--- src/rtl/card_dealer.sv ---
// card_dealer: deals blackjack cards from an LFSR into a hand of MAX_CARDS slots.
// The FSM retries in DRAW until it finds a valid, unused code, then records
// that card in COMMIT. The 64-bit used bitmap prevents duplicates within a game.
module card_dealer #(
    parameter int          MAX_CARDS = 9,
    parameter logic [15:0] LFSR_SEED = 16'hACE1
) (
    input  logic                   clk,
    input  logic                   rst,
    input  logic                   new_game,
    input  logic                   deal_req,
    input  logic                   force_en,
    input  logic [5:0]             force_code,
    output logic                   deal_ack,
    output logic [MAX_CARDS*6-1:0] slot_code,
    output logic [MAX_CARDS-1:0]   slot_valid,
    output logic [3:0]             card_count,
    output logic [4:0]             hand_value,
    output logic                   busy,
    output logic                   hand_full,
    output logic                   bust
);

    typedef enum logic [1:0] {IDLE, DRAW, COMMIT} state_t;

    state_t      state, state_next;
    logic [15:0] lfsr;
    logic [63:0] used;
    logic [5:0]  cand, held;
    logic        accept;
    logic [5:0]  sum, card_val, sum_next;
    logic [3:0]  soft_aces, aces_next;
    logic [3:0]  rank;

    // Free-running random source; new_game intentionally leaves it alone.
    always_ff @(posedge clk or posedge rst) begin
        if (rst) lfsr <= LFSR_SEED;
        else     lfsr <= {lfsr[14:0], lfsr[15] ^ lfsr[13] ^ lfsr[12] ^ lfsr[10]};
    end

    assign cand   = force_en ? force_code : lfsr[5:0];
    assign accept = (cand[3:0] <= 4'd12) && !used[cand];

    assign busy       = (state != IDLE);
    assign hand_value = sum[4:0];
    assign bust       = (hand_value > 5'd21);
    assign hand_full  = (card_count == 4'(MAX_CARDS));

    // State register.
    always_ff @(posedge clk or posedge rst) begin
        if (rst) state <= IDLE;
        else     state <= state_next;
    end

    // Next-state logic; new_game overrides everything.
    always_comb begin
        state_next = state;
        case (state)
            IDLE:    if (deal_req && !hand_full && !bust) state_next = DRAW;
            DRAW:    if (accept) state_next = COMMIT;
            COMMIT:  state_next = IDLE;
            default: state_next = IDLE;
        endcase
        if (new_game) state_next = IDLE;
    end

    // Score update for the held card: Ace counts 11 and is demoted to 1 at most
    // once per card if the hand would otherwise bust.
    always_comb begin
        rank     = held[3:0];
        card_val = {2'b00, rank} + 6'd1;
        if (rank == 4'd0)        card_val = 6'd11;
        else if (rank >= 4'd10)  card_val = 6'd10;
        sum_next  = sum + card_val;
        aces_next = soft_aces + {3'b000, (rank == 4'd0)};
        if ((sum_next > 6'd21) && (aces_next != 4'd0)) begin
            sum_next  = sum_next - 6'd10;
            aces_next = aces_next - 4'd1;
        end
    end

    // Hand, deck and score registers; a commit is dropped if new_game lands on it.
    always_ff @(posedge clk or posedge rst) begin
        if (rst) begin
            used       <= '0;
            held       <= '0;
            slot_code  <= '0;
            slot_valid <= '0;
            card_count <= '0;
            sum        <= '0;
            soft_aces  <= '0;
            deal_ack   <= 1'b0;
        end else if (new_game) begin
            used       <= '0;
            held       <= '0;
            slot_code  <= '0;
            slot_valid <= '0;
            card_count <= '0;
            sum        <= '0;
            soft_aces  <= '0;
            deal_ack   <= 1'b0;
        end else begin
            deal_ack <= 1'b0;
            if (state == DRAW && accept) held <= cand;
            if (state == COMMIT) begin
                for (int i = 0; i < MAX_CARDS; i++) begin
                    if (card_count == 4'(i)) begin
                        slot_code[i*6 +: 6] <= held;
                        slot_valid[i]       <= 1'b1;
                    end
                end
                used[held] <= 1'b1;
                card_count <= card_count + 4'd1;
                sum        <= sum_next;
                soft_aces  <= aces_next;
                deal_ack   <= 1'b1;
            end
        end
    end

endmodule

--- config.mk ---
export PLATFORM = sky130hd
export DESIGN_NAME = card_dealer
export DESIGN_NICKNAME = d
export VERILOG_FILES = /design/src/rtl/card_dealer.sv
export SDC_FILE = /design/constraint.sdc
export NUM_CORES = 1
export LEC_CHECK = 0
export BUFFER_PORTS_ARGS = -buffer_cell sky130_fd_sc_hd__buf_2
export CORE_UTILIZATION = 55
export DETAILED_ROUTE_END_ITERATION = 7
export MAX_ROUTING_LAYER = met4
export PLACE_DENSITY = 0.76
export SYNTH_ARGS = -nofsm -noshare
export SYNTH_HDL_FRONTEND = slang
export SYNTH_SLANG_ARGS = --single-unit
--- constraint.sdc ---
create_clock -name clk -period 8.7 [get_ports clk]
set_clock_uncertainty 0.15 [all_clocks]
set_input_delay 0.87 -clock clk [delete_from_list [all_inputs] [get_ports clk]]
set_output_delay 0.87 -clock clk [all_outputs]
set_load 0.005 [all_outputs]
---- Word level (Yosys, flattened, before mapping) ----
Index checks and enable logic that the tools add are counted.
cells by class
  magnitude comparators ................... 7
  reductions and logical operators ........ 35
  eq/ne operators ......................... 13
  bitwise logic cells ..................... 4
  muxes and demuxes ....................... 47
  $add $sub $neg .......................... 6
operators by type and width
  cell                 number
  $mux 64              2
  $mux 54              2
  $mux 6               15
  $or 64x64->64        1
  $reduce_bool 2->1    12
  $mux 4               5
  $reduce_and 2->1     10
  $mux 9               2
  $eq 4x3->1 const B   4
  $lt 6x7->1 const B   2
  $mux 1               13
  $mux 5               2
  $eq 4x2->1 const B   2
  $eq 4x4->1 const B   2
  $logic_not 4->1      2
  $add 6x6->6          1
  $bmux 1 s6           1
  $demux 1 s6          1
  $ge 6x1->1 const B   1
  $gt 6x5->1 const B   1
  $logic_and 1x1->1    6
  $mux 2               3
  $ne 3x3->1 const B   2
  $sub 6x4->6 const B  1
  other kinds (15)     19
word-level totals
  word-level logic and storage cells ...... 138
  input bits .............................. 11
  register bits ........................... 166

---- Longest topological paths before layout ----
  depth after elaboration ................. 9
  gate-level depth with buffers ........... 17
  depth with buffers taken out ............ 16

---- Worst setup path before layout ----
OpenSTA, ideal clock, no wires.
  path type ............................... register -> register
  start ................................... register held[1]
  end ..................................... register soft_aces[3]
  data arrival time ....................... 3.919 ns
  setup time .............................. 0.125 ns
  stages on the path, launching flop included .. 18
  buffers on the path ..................... 1
  setup slack ............................. 4.507 ns
  path through ............................ dfrtp_1 > clkbuf_1 > clkinv_1 > ha_1 > nand2b_1 > nor2b_1 > a21oi_1 > or2_2 > inv_1 > fa_1 > or2_2 > a21oi_1 > a211o_1 > o21ai_0 > a2111oi_0 > o221ai_1 > a21oi_1 > mux2_2
on the way
  word-level cells in the longest chain between the ends .. 9
  elaborated cells between the ends (all ways) .. 14
  classes of those cells .................. add/sub (4); order compare (2); mux (5); reduce/logical (3)
ends and longest elaborated chain
  what                                       line    text
  start, declared                            29      logic [5:0] cand, held;
  start signal, assigned                     104     if (state == DRAW && accept) held <= cand;
  $add 4x1->5 or $ge 4x4->1 (tied branches)  71, 73
  $mux 5                                     73      else if (rank >= 4'd10) card_val = 6'd10;
  $mux 5                                     72      if (rank == 4'd0) card_val = 6'd11;
  $add 6x6->6                                74      sum_next = sum + card_val;
  $gt 6x5->1                                 76      if ((sum_next > 6'd21) && (aces_next != 4'd0)) begin
  $logic_and 1x1->1                          76
  $mux 4 (*)                                 76
  $mux 4 (*)                                 105     if (state == COMMIT) begin
  $mux 4 (*)                                 93      end else if (new_game) begin
  end signal, assigned                       115     soft_aces <= aces_next;
  end, declared                              32      logic [3:0] soft_aces, aces_next;
Mark *: on every way between the ends. The rest lies on a longest branch, timed or not. The select of a mux whose other input is x is not followed.
A chain may end at the register's enable or synchronous reset.

---- Worst setup path after layout ----
Same ends and word-level chain as after synthesis.

==> impl_metrics.env <==
export IMPL_cts_setup_buffers=0
export IMPL_routed_wl_um=19600
export IMPL_grt_max_degree=106
export IMPL_antenna_found_initial=0
export IMPL_r2r_slack_ps=3780
export IMPL_viasPerCell=5.97
export IMPL_synth_ff_type="dfrtp_1"
export IMPL_multi_input_area_um2=3200
export IMPL_crit_path_end_kind="register"
export IMPL_rsz0062_at_grt="false"
export IMPL_start_util=0.562
export IMPL_vdd_drop_max_mv=0.179
export IMPL_ys_types=63
export IMPL_yosysSeqAreaShare=0.515
export IMPL_ys_async_sr_fraction=1.00
export IMPL_pwr_density_cell_nw_per_um2=199
export IMPL_max_freq_ghz=0.203
export IMPL_cp_top_family="compound AO/OA/AOI/OAI gates"
export IMPL_track_usage=0.289
export IMPL_die_h_um=121
export IMPL_path_common_cell="a21oi_1"
export IMPL_final_cells=1074
export IMPL_grt_ovfl_total=0
export IMPL_placed_cells=1042
export IMPL_synth_top_area_cell="dfrtp_1"
export IMPL_mostFrequentLayoutCell="dfrtp_1"
export IMPL_dp_hpwl_um=12400
export IMPL_critical_path_class="register to register"
export IMPL_cts_num_sinks=160
export IMPL_cts_root_buf="clkbuf_16"
export IMPL_crit_chain="clkinv_1, ha_1, nand2b_1, nor2b_1, a21oi_1, or2_2, inv_1, fa_1, or2_2, a21oi_1, a211o_1, o21ai_0, a2111oi_0, o221ai_1, a21oi_1, mux2_2"
export IMPL_firstDrtPassIters=5
export IMPL_cp_start_kind="register"
export IMPL_min_period_ps=4920
export IMPL_crit_fanout=18
export IMPL_maxSlewViolCount=0
export IMPL_tritoncts="yes"
export IMPL_fillCellCount=1135
export IMPL_layout_nets=909
export IMPL_core_area_um2=13900
export IMPL_synth_edf_count=0
export IMPL_io_buffers=86
export IMPL_yosys_warnings=0
export IMPL_seq_area_um2=4010
export IMPL_clk_pin_slew_worst_paths_ps=60
export IMPL_netlist_area_leader_share=0.488
export IMPL_h_tree_depth=4
export IMPL_post_cts_resize_count=0
export IMPL_ctsHoldBuffers=0
export IMPL_fin_crit_sh=0.566
export IMPL_clk_latency_ps=430
export IMPL_drive_above_1_share=0.163
export IMPL_dieArea_um2=14700
export IMPL_gp_congestion=0.921
export IMPL_setup_violations=0
export IMPL_cpPeakStageDelay_ps=730
export IMPL_clockBufferDepth=2
export IMPL_syn_inst=835
export IMPL_path_buf_inv=2
export IMPL_grt_pass1_wl_um=31500
export IMPL_wl_per_cell_um=18.2
export IMPL_drtIter0Drc=663
export IMPL_required_ps=8860
export IMPL_status="finished clean"
export IMPL_hold_viol=0
export IMPL_numCtsBuffers=17
export IMPL_leakagePower_uw=0.00394
export IMPL_cp_slowest_cell="dfrtp_1"
export IMPL_synthesis_area_um2=7800
export IMPL_final_cell_mix="dfrtp_1, nand2_1, a21oi_1, buf_2, inv_1"
export IMPL_antenna_cells=0
export IMPL_vias=6409
export IMPL_drcViolationCount=0
export IMPL_synthTopCellsByArea="dfrtp_1, a21oi_1, o22ai_1"
export IMPL_ant_nets=0
export IMPL_syn2layout_area_growth_pct=13.5
export IMPL_num_rows=43
export IMPL_cap_violations=0
export IMPL_cp_arrival_ps=5080
export IMPL_worst_pin_slew_ps=987
export IMPL_grt_pass1_vias=6069
export IMPL_syn_avg_cell_area_um2=9.34
export IMPL_setup_tns_ps=0
export IMPL_hold_path_class="register to register"
export IMPL_synth_nets=863
export IMPL_ios=87
export IMPL_synth_seq_cells=160
export IMPL_slew_headroom=0.342
export IMPL_die_x_um=121
registers in the layout, summed over array words and instances (netlist names):
| signal | cells |
|---|---|
| lfsr | 16 |
| deal_ack | 1 |
| slot_code | 54 |
| used | 58 |
| soft_aces | 4 |
| state | 2 |
| sum | 6 |
| held | 6 |
| slot_valid | 9 |
| card_count | 4 |
power breakdown:
group | internal [uW] | switching (uW)
Sequential | 752 | 25.5
Clock | 465 | 317
Combinational | 73.0 | 133
worst paths after layout:
| kind | depth (start not counted) | endpoint | startpoint |
|---|---|---|---|
| setup / recovery | 16 | soft_aces[3]$_DFFE_PP0P_ | held[1]$_DFFE_PP0P_ |
| hold / removal | 0 | lfsr[15]$_DFF_PP1_ | lfsr[14]$_DFF_PP0_ |
| setup reg to reg | 16 | soft_aces[3]$_DFFE_PP0P_ | held[1]$_DFFE_PP0P_ |
| hold reg to reg | 0 | lfsr[15]$_DFF_PP1_ | lfsr[14]$_DFF_PP0_ |
| max in group asynchronous | 3 | slot_code[13]$_DFFE_PP0P_ | rst |
| min in group asynchronous | 2 | deal_ack$_DFF_PP0_ | rst |
cell usage after synthesis (all sizes together), types with 3 or more instances:
cell type,instances
a311oi,7
a21o,3
nand3b,3
a211oi,6
or3,6
o211ai,6
clkbuf,45
o21ai,18
nor2,52
xor2,8
buf,19
or2,3
o22ai,62
dfstp,8
dfrtp,152
nand4,5
mux2,3
mux4,5
mux2i,16
o32ai,4
nand2,88
inv,84
nand3,56
nor2b,9
and2,3
nand2b,7
xnor2,8
ha,16
a21oi,85
nor3,11
area by class of cell:
class,count,area share
flip-flops and latches,160,0.453
multi-input cells,526,0.361
repair buffers,91,0.0532
clock buffers,19,0.0500
inverters,85,0.0366
well taps,180,0.0254
clock inverters,13,0.0199
cells by family (layout without fill, tap and decap cells):
logic type,count (synthesis),after routing,synth area share
simple gates,250,250,0.147
compound gates,218,218,0.174
flops,160,160,0.515
buf+inv,149,208,0.0759
mux,24,24,0.0417
fa+ha+maj,17,17,0.0282
xor+xnor,16,16,0.0180
other cells,1,1,0.000481
per-stage QoR:
step	worst slack, ps	util	cell area, um2	power (uW)	hold WS (ps)
after global placement	4030	0.593	8230	991	185
after detailed placement	3830	0.593	8230	994	200
final	3780	0.638	8850	1770	209
after CTS	3820	0.638	8850	1770	211
after global routing	3360	0.638	8850	1830	216
after floorplan	3370	-	7800	946	181
layer usage:
layer  vias up  GRT usage  wire [um]
li1       2983          -          -
met1      3188      0.385       8650
met2       205      0.440       9490
met3        33     0.0667       1060
met4         0     0.0949        396
met5         -          -          0
Power figures use the tool's default switching activity.
